--- src/rtl/uart_rx_fifo.sv ---
// UART receiver with configurable framing, sticky error flags and a
// first-word-fall-through receive FIFO.
module uart_rx_fifo #(
   parameter int unsigned CLK_PER_BIT = 5206,
   parameter int unsigned DATA_BITS   = 8,
   parameter int unsigned PARITY      = 0,
   parameter int unsigned STOP_BITS   = 1,
   parameter int unsigned FIFO_DEPTH  = 8
) (
   input  logic                          sysclk,
   input  logic                          reset,
   input  logic                          rx,
   input  logic                          rd_en,
   output logic [DATA_BITS-1:0]          rd_data,
   output logic                          empty,
   output logic                          full,
   output logic [$clog2(FIFO_DEPTH):0]   count,
   output logic                          rx_busy,
   output logic                          frame_err,
   output logic                          parity_err,
   output logic                          overflow,
   input  logic                          err_clr
);

   localparam int unsigned HALF = CLK_PER_BIT / 2;
   localparam int unsigned TW   = $clog2(CLK_PER_BIT);
   localparam int unsigned AW   = $clog2(FIFO_DEPTH);

   typedef enum logic [2:0] {
      S_IDLE, S_START, S_DATA, S_PARITY, S_STOP, S_WAIT_HIGH
   } state_t;

   state_t               state_q;
   logic                 rx_meta_q, rx_s_q;
   logic [TW-1:0]        tmr_q;
   logic [2:0]           bit_q;
   logic                 stop_q;
   logic [DATA_BITS-1:0] shift_q;
   logic                 par_bad_q;
   logic                 push_q;
   logic [DATA_BITS-1:0] push_data_q;
   logic                 busy_q;
   logic                 frame_err_q, parity_err_q, overflow_q;

   logic [DATA_BITS-1:0] mem [FIFO_DEPTH];
   logic [AW-1:0]        wr_ptr_q, rd_ptr_q;
   logic [AW:0]          count_q;

   logic sample, par_exp, last_stop, fe_set, pe_set, ovf_set, pop, wr;

   // The start bit is sampled after HALF cycles, every later bit one full period on.
   always_comb begin
      sample    = (state_q == S_START) ? (tmr_q == TW'(HALF - 1))
                                       : (tmr_q == TW'(CLK_PER_BIT - 1));
      par_exp   = (PARITY == 1) ? ~^shift_q : ^shift_q;
      last_stop = (stop_q == 1'(STOP_BITS - 1));
      fe_set    = (state_q == S_STOP) && sample && !rx_s_q;
      pe_set    = (state_q == S_STOP) && sample && rx_s_q && last_stop && par_bad_q;
      pop       = rd_en && !empty;
      wr        = push_q && (!full || pop);
      ovf_set   = push_q && full && !pop;
   end

   always_ff @(posedge sysclk) begin
      if (reset) begin
         rx_meta_q   <= 1'b1;
         rx_s_q      <= 1'b1;
         state_q     <= S_IDLE;
         tmr_q       <= '0;
         bit_q       <= '0;
         stop_q      <= 1'b0;
         shift_q     <= '0;
         par_bad_q   <= 1'b0;
         push_q      <= 1'b0;
         push_data_q <= '0;
         busy_q      <= 1'b0;
      end else begin
         rx_meta_q <= rx;
         rx_s_q    <= rx_meta_q;
         push_q    <= 1'b0;
         tmr_q     <= sample ? '0 : tmr_q + TW'(1);
         case (state_q)
            S_IDLE: if (!rx_s_q) begin
               state_q   <= S_START;
               tmr_q     <= '0;
               bit_q     <= '0;
               stop_q    <= 1'b0;
               par_bad_q <= 1'b0;
               busy_q    <= 1'b1;
            end
            S_START: if (sample) begin
               if (rx_s_q) begin
                  state_q <= S_IDLE;
                  busy_q  <= 1'b0;
               end else begin
                  state_q <= S_DATA;
               end
            end
            S_DATA: if (sample) begin
               shift_q <= {rx_s_q, shift_q[DATA_BITS-1:1]};
               if (bit_q == 3'(DATA_BITS - 1)) state_q <= (PARITY != 0) ? S_PARITY : S_STOP;
               else                            bit_q   <= bit_q + 3'd1;
            end
            S_PARITY: if (sample) begin
               par_bad_q <= (rx_s_q != par_exp);
               state_q   <= S_STOP;
            end
            S_STOP: if (sample) begin
               if (!rx_s_q) begin
                  state_q <= S_WAIT_HIGH;
               end else if (last_stop) begin
                  state_q     <= S_IDLE;
                  busy_q      <= 1'b0;
                  push_q      <= !par_bad_q;
                  push_data_q <= shift_q;
               end else begin
                  stop_q <= 1'b1;
               end
            end
            S_WAIT_HIGH: if (rx_s_q) begin
               state_q <= S_IDLE;
               busy_q  <= 1'b0;
            end
            default: begin
               state_q <= S_IDLE;
               busy_q  <= 1'b0;
            end
         endcase
      end
   end

   // A flag-setting event overrides a simultaneous clear.
   always_ff @(posedge sysclk) begin
      if (reset) begin
         frame_err_q  <= 1'b0;
         parity_err_q <= 1'b0;
         overflow_q   <= 1'b0;
      end else begin
         frame_err_q  <= fe_set  | (frame_err_q  & ~err_clr);
         parity_err_q <= pe_set  | (parity_err_q & ~err_clr);
         overflow_q   <= ovf_set | (overflow_q   & ~err_clr);
      end
   end

   always_ff @(posedge sysclk) begin
      if (reset) begin
         wr_ptr_q <= '0;
         rd_ptr_q <= '0;
         count_q  <= '0;
      end else begin
         if (wr)  wr_ptr_q <= wr_ptr_q + AW'(1);
         if (pop) rd_ptr_q <= rd_ptr_q + AW'(1);
         case ({wr, pop})
            2'b10:   count_q <= count_q + (AW + 1)'(1);
            2'b01:   count_q <= count_q - (AW + 1)'(1);
            default: count_q <= count_q;
         endcase
      end
   end

   always_ff @(posedge sysclk) begin
      if (wr) mem[wr_ptr_q] <= push_data_q;
   end

   assign empty      = (count_q == '0);
   assign full       = (count_q == (AW + 1)'(FIFO_DEPTH));
   assign count      = count_q;
   assign rd_data    = empty ? '0 : mem[rd_ptr_q];
   assign rx_busy    = busy_q;
   assign frame_err  = frame_err_q;
   assign parity_err = parity_err_q;
   assign overflow   = overflow_q;

endmodule

--- config.mk ---
export PLATFORM = sky130hd
export DESIGN_NAME = uart_rx_fifo
export DESIGN_NICKNAME = d
export VERILOG_FILES = /design/src/rtl/uart_rx_fifo.sv
export SDC_FILE = /design/constraint.sdc
export NUM_CORES = 1
export LEC_CHECK = 0
export CORE_ASPECT_RATIO = 1.1
export CORE_MARGIN = 1
export CORE_UTILIZATION = 54
export DETAILED_ROUTE_END_ITERATION = 10
export GPL_TIMING_DRIVEN = 0
export PLACE_DENSITY = 0.83
export RECOVER_POWER = 100
export SYNTH_ARGS = -nofsm -noshare
export SYNTH_HDL_FRONTEND = slang
export SYNTH_SLANG_ARGS = --single-unit
--- constraint.sdc ---
create_clock -name sysclk -period 2.1 [get_ports sysclk]
set_input_delay 0.315 -clock sysclk [delete_from_list [all_inputs] [get_ports sysclk]]
set_output_delay 0.315 -clock sysclk [all_outputs]
set_load 0.05 [all_outputs]
==> results.sh <==
export IMPL_detailroute_wirelength_met3_um=360
export IMPL_numPortBuffers=22
export IMPL_detail_route_iter0_violations=142
export IMPL_report_power_total_mw=7.58
export IMPL_required_ns=1.78
export IMPL_run_status="finished with violations"
export IMPL_timing_worst_slew_pin_value_ns=0.771
export IMPL_place_gp_congestion=0.859
export IMPL_critPathCaptureType="primary output"
export IMPL_postRouteAntennaNets=0
export IMPL_synth_async_sr_flop_share_pct=0
export IMPL_number_of_flops_mapped_to_enable_cells_by_yosys=64
export IMPL_synth_seq_cells=120
export IMPL_layout_commonest_cell="sky130_fd_sc_hd__edfxtp_1"
export IMPL_final_cell_mix="sky130_fd_sc_hd__edfxtp_1, sky130_fd_sc_hd__nor2_1, sky130_fd_sc_hd__dfxtp_1"
export IMPL_floorplan_die_area_um2=9660
export IMPL_number_of_buffers_inserted_during_clock_tree_synthesis=17
export IMPL_core_area_um2=8920
export IMPL_placement_rows=36
export IMPL_yosysWarningCount=0
export IMPL_critical_path_cell_chain="buf_12, mux4_2, mux2i_2, nor2_2, buf_6"
export IMPL_dpl_instance_area_um2=5420
export IMPL_floorplan_io_pins=23
export IMPL_syn_num_nets=393
export IMPL_fin_ws_ns=-0.182
export IMPL_proportion_of_synthesized_chip_area_in_sequential_cells_pct=60.8
export IMPL_wire_length_reported_by_the_detailed_router_um=10200
export IMPL_crit_family="multiplexers"
export IMPL_worst_setup_path_start_kind="flip-flop"
export IMPL_die_h_um=103
export IMPL_drcViolationCount=0
export IMPL_slew_headroom_pct=48.4
export IMPL_drive_gt1_share_pct=24.9
export IMPL_power_leakage_nw=2.30
export IMPL_floorplan_initialDensity_pct=56.2
export IMPL_max_vdd_ir_drop_uv=595
export IMPL_min_period_over_period_pct=109
export IMPL_setup_viol=42
export IMPL_cap_violations=0
export IMPL_antenna_found_initial=0
export IMPL_post_syn_instances=380
export IMPL_grt_remaining_overflow=0
export IMPL_maximum_level_of_the_cts_h_tree=4
export IMPL_cts_root_buf="sky130_fd_sc_hd__clkbuf_8"
export IMPL_place_hpwl_um=6160
export IMPL_post_route_met1_wirelength_um=3980
export IMPL_wl_per_cell_um=18.4
export IMPL_failed_checks="setup timing"
export IMPL_syn2layout_area_growth_pct=23.8
export IMPL_global_route_wire_length_before_repair_um=15800
export IMPL_finalHoldWorstSlack_ns=0.367
export IMPL_worst_setup_hold_path_clk_slew_ns=0.06
export IMPL_min_delay_path_class="in2reg"
export IMPL_rsz0062_at_grt="yes"
export IMPL_grt_max_degree=17
export IMPL_tritoncts="yes"
export IMPL_synthesis_area_um2=5010
export IMPL_worstPathArrival_ns=1.97
export IMPL_dominantRegCellSynth="sky130_fd_sc_hd__edfxtp_1"
export IMPL_period_minus_slack_ns=2.28
export IMPL_criticalPathCategory="reg2out"
export IMPL_top_metal_used="met4"
export IMPL_aggregate_global_route_resource_usage_pct=22.2
export IMPL_post_synth_num_cell_types=55
export IMPL_crit_slowest_cell="sky130_fd_sc_hd__mux4_2"
export IMPL_drtPass1Iterations=5
export IMPL_critical_path_max_fanout=5
export IMPL_num_antenna_cells=0
export IMPL_hold_viol=0
export IMPL_number_of_global_route_vias_before_repair=3180
export IMPL_fin_worst_skew_ns=0.0120
export IMPL_fp_dieW_um=93.8
export IMPL_wl_met2_um=5760
export IMPL_worstPathBufferInverterCount=2
export IMPL_max_freq_ghz=0.438
export IMPL_max_stage_delay_ns=0.51
export IMPL_via_per_inst=5.77
export IMPL_clkSinkCount=120
export IMPL_num_vias=3210
export IMPL_power_density_cell_area_nw_per_um2=1220
export IMPL_postSynthAreaPerCell_um2=13.2
export IMPL_max_clock_path_buffers=2
export IMPL_final_cell_area_um2=6200
export IMPL_final_nets=442
export IMPL_worst_slack_at_placement_ns=-0.837
export IMPL_worstSkewPairLatency_ns=0.51
export IMPL_timing_final_max_slew_violations=0
==> metal layers <==
metal	vias up	global-route usage, %
li1	1496	-
met1	1603	23.6
met2	97	42.4
met3	14	6.34
met4	0	6.98
met5	-	0
==> path summary, 6_finish.rpt <==
check | startpoint | to | slack (ns) | cells after the start
worst min register to register | rx_meta_q | rx_s_q | 0.41 | 1
worst max register to register | tmr_q[1] | push_data_q[6] | -0.12 | 8
worst min-delay path | rx | rx_meta_q | 0.37 | 2
worst max-delay path | flip-flop | rd_data[1] | -0.18 | 5
==> kinds of logic after synthesis <==
family / count (synthesis) / share of synthesized area (%)
xor+xnor: 24 / 4.47
fa+ha+maj: 8 / 2.15
flops: 120 / 60.8
simple gates: 127 / 13.0
buf+inv: 25 / 1.97
mux: 45 / 13.0
compound gates: 31 / 4.65
==> sequential cells by signal, summed over array words and instances (netlist names), 3 cells and up, named ones only <==
name         count
bit_q            3
wr_ptr_q         3
count            4
push_data_q      8
state_q          3
shift_q          8
tmr_q           13
rd_ptr_q         3
mem             64
==> synthesized netlist by cell type, types with 2 or more instances <==
cell	number	area [um^2]
sky130_fd_sc_hd__a211oi_1	3	22.5
sky130_fd_sc_hd__a21oi_1	7	35.0
sky130_fd_sc_hd__a2bb2oi_1	2	17.5
sky130_fd_sc_hd__a31oi_1	2	12.5
sky130_fd_sc_hd__and3_1	4	25.0
sky130_fd_sc_hd__and4_1	2	17.5
sky130_fd_sc_hd__buf_1	2	7.51
sky130_fd_sc_hd__buf_2	4	20.0
sky130_fd_sc_hd__clkbuf_1	9	33.8
sky130_fd_sc_hd__dfxtp_1	56	1120
sky130_fd_sc_hd__edfxtp_1	64	1920
sky130_fd_sc_hd__ha_1	7	87.6
sky130_fd_sc_hd__inv_1	10	37.5
sky130_fd_sc_hd__mux2i_1	29	290
sky130_fd_sc_hd__mux4_2	16	360
sky130_fd_sc_hd__nand2_1	14	52.6
sky130_fd_sc_hd__nand2b_1	8	50.1
sky130_fd_sc_hd__nand3_1	8	40.0
sky130_fd_sc_hd__nand3b_1	3	22.5
sky130_fd_sc_hd__nand4_1	2	12.5
sky130_fd_sc_hd__nor2_1	59	221
sky130_fd_sc_hd__nor2b_1	2	12.5
sky130_fd_sc_hd__nor3_1	6	30.0
sky130_fd_sc_hd__nor3b_1	3	22.5
sky130_fd_sc_hd__o21ai_0	2	10.0
sky130_fd_sc_hd__o2bb2ai_1	3	26.3
sky130_fd_sc_hd__or2_2	2	12.5
sky130_fd_sc_hd__or3_1	3	18.8
sky130_fd_sc_hd__xnor2_1	12	105
sky130_fd_sc_hd__xor2_1	11	96.3
==> per-stage QoR <==
| step | cells | setup TNS (ns) | util (%) |
|---|---|---|---|
| 2_1_floorplan | 380 | -0.449 | - |
| 4_1_cts | 550 | -1.58 | 68.8 |
| 5_1_grt | 556 | -7.86 | 69.5 |
| 3_5_place_dp | 516 | -31.47 | 60.8 |
| 3_3_place_gp | 516 | -25.30 | 60.8 |
| 6_report | 556 | -3.16 | 69.5 |
==> final cells by class <==
class                      count  area, um^2
timing repair buffer          35         350
clock buffer                  20         468
multi-input combinational    235        1950
buffer                        10        80.1
fill                         598        2720
sequential                   120        3070
inverter                      10        37.5
tap                          114         143
clock inverter                12         111
==> where the power goes <==
group | total (mW) | switching [mW] | internal [mW]
Combinational | 2.14 | 1.23 | 0.902
Sequential | 2.66 | 0.131 | 2.53
Clock | 2.78 | 1.06 | 1.72
==> repair_timing <==
item                       4_1_cts  5_1_grt
hold buffers                     0        0
setup buffers                    5        7
resized for setup               85       28
setup endpoints to repair       63       51
hold endpoints to repair         0        0
pin swaps                        3        6
cloned                           1        0
(Power assumes the default switching activity.)
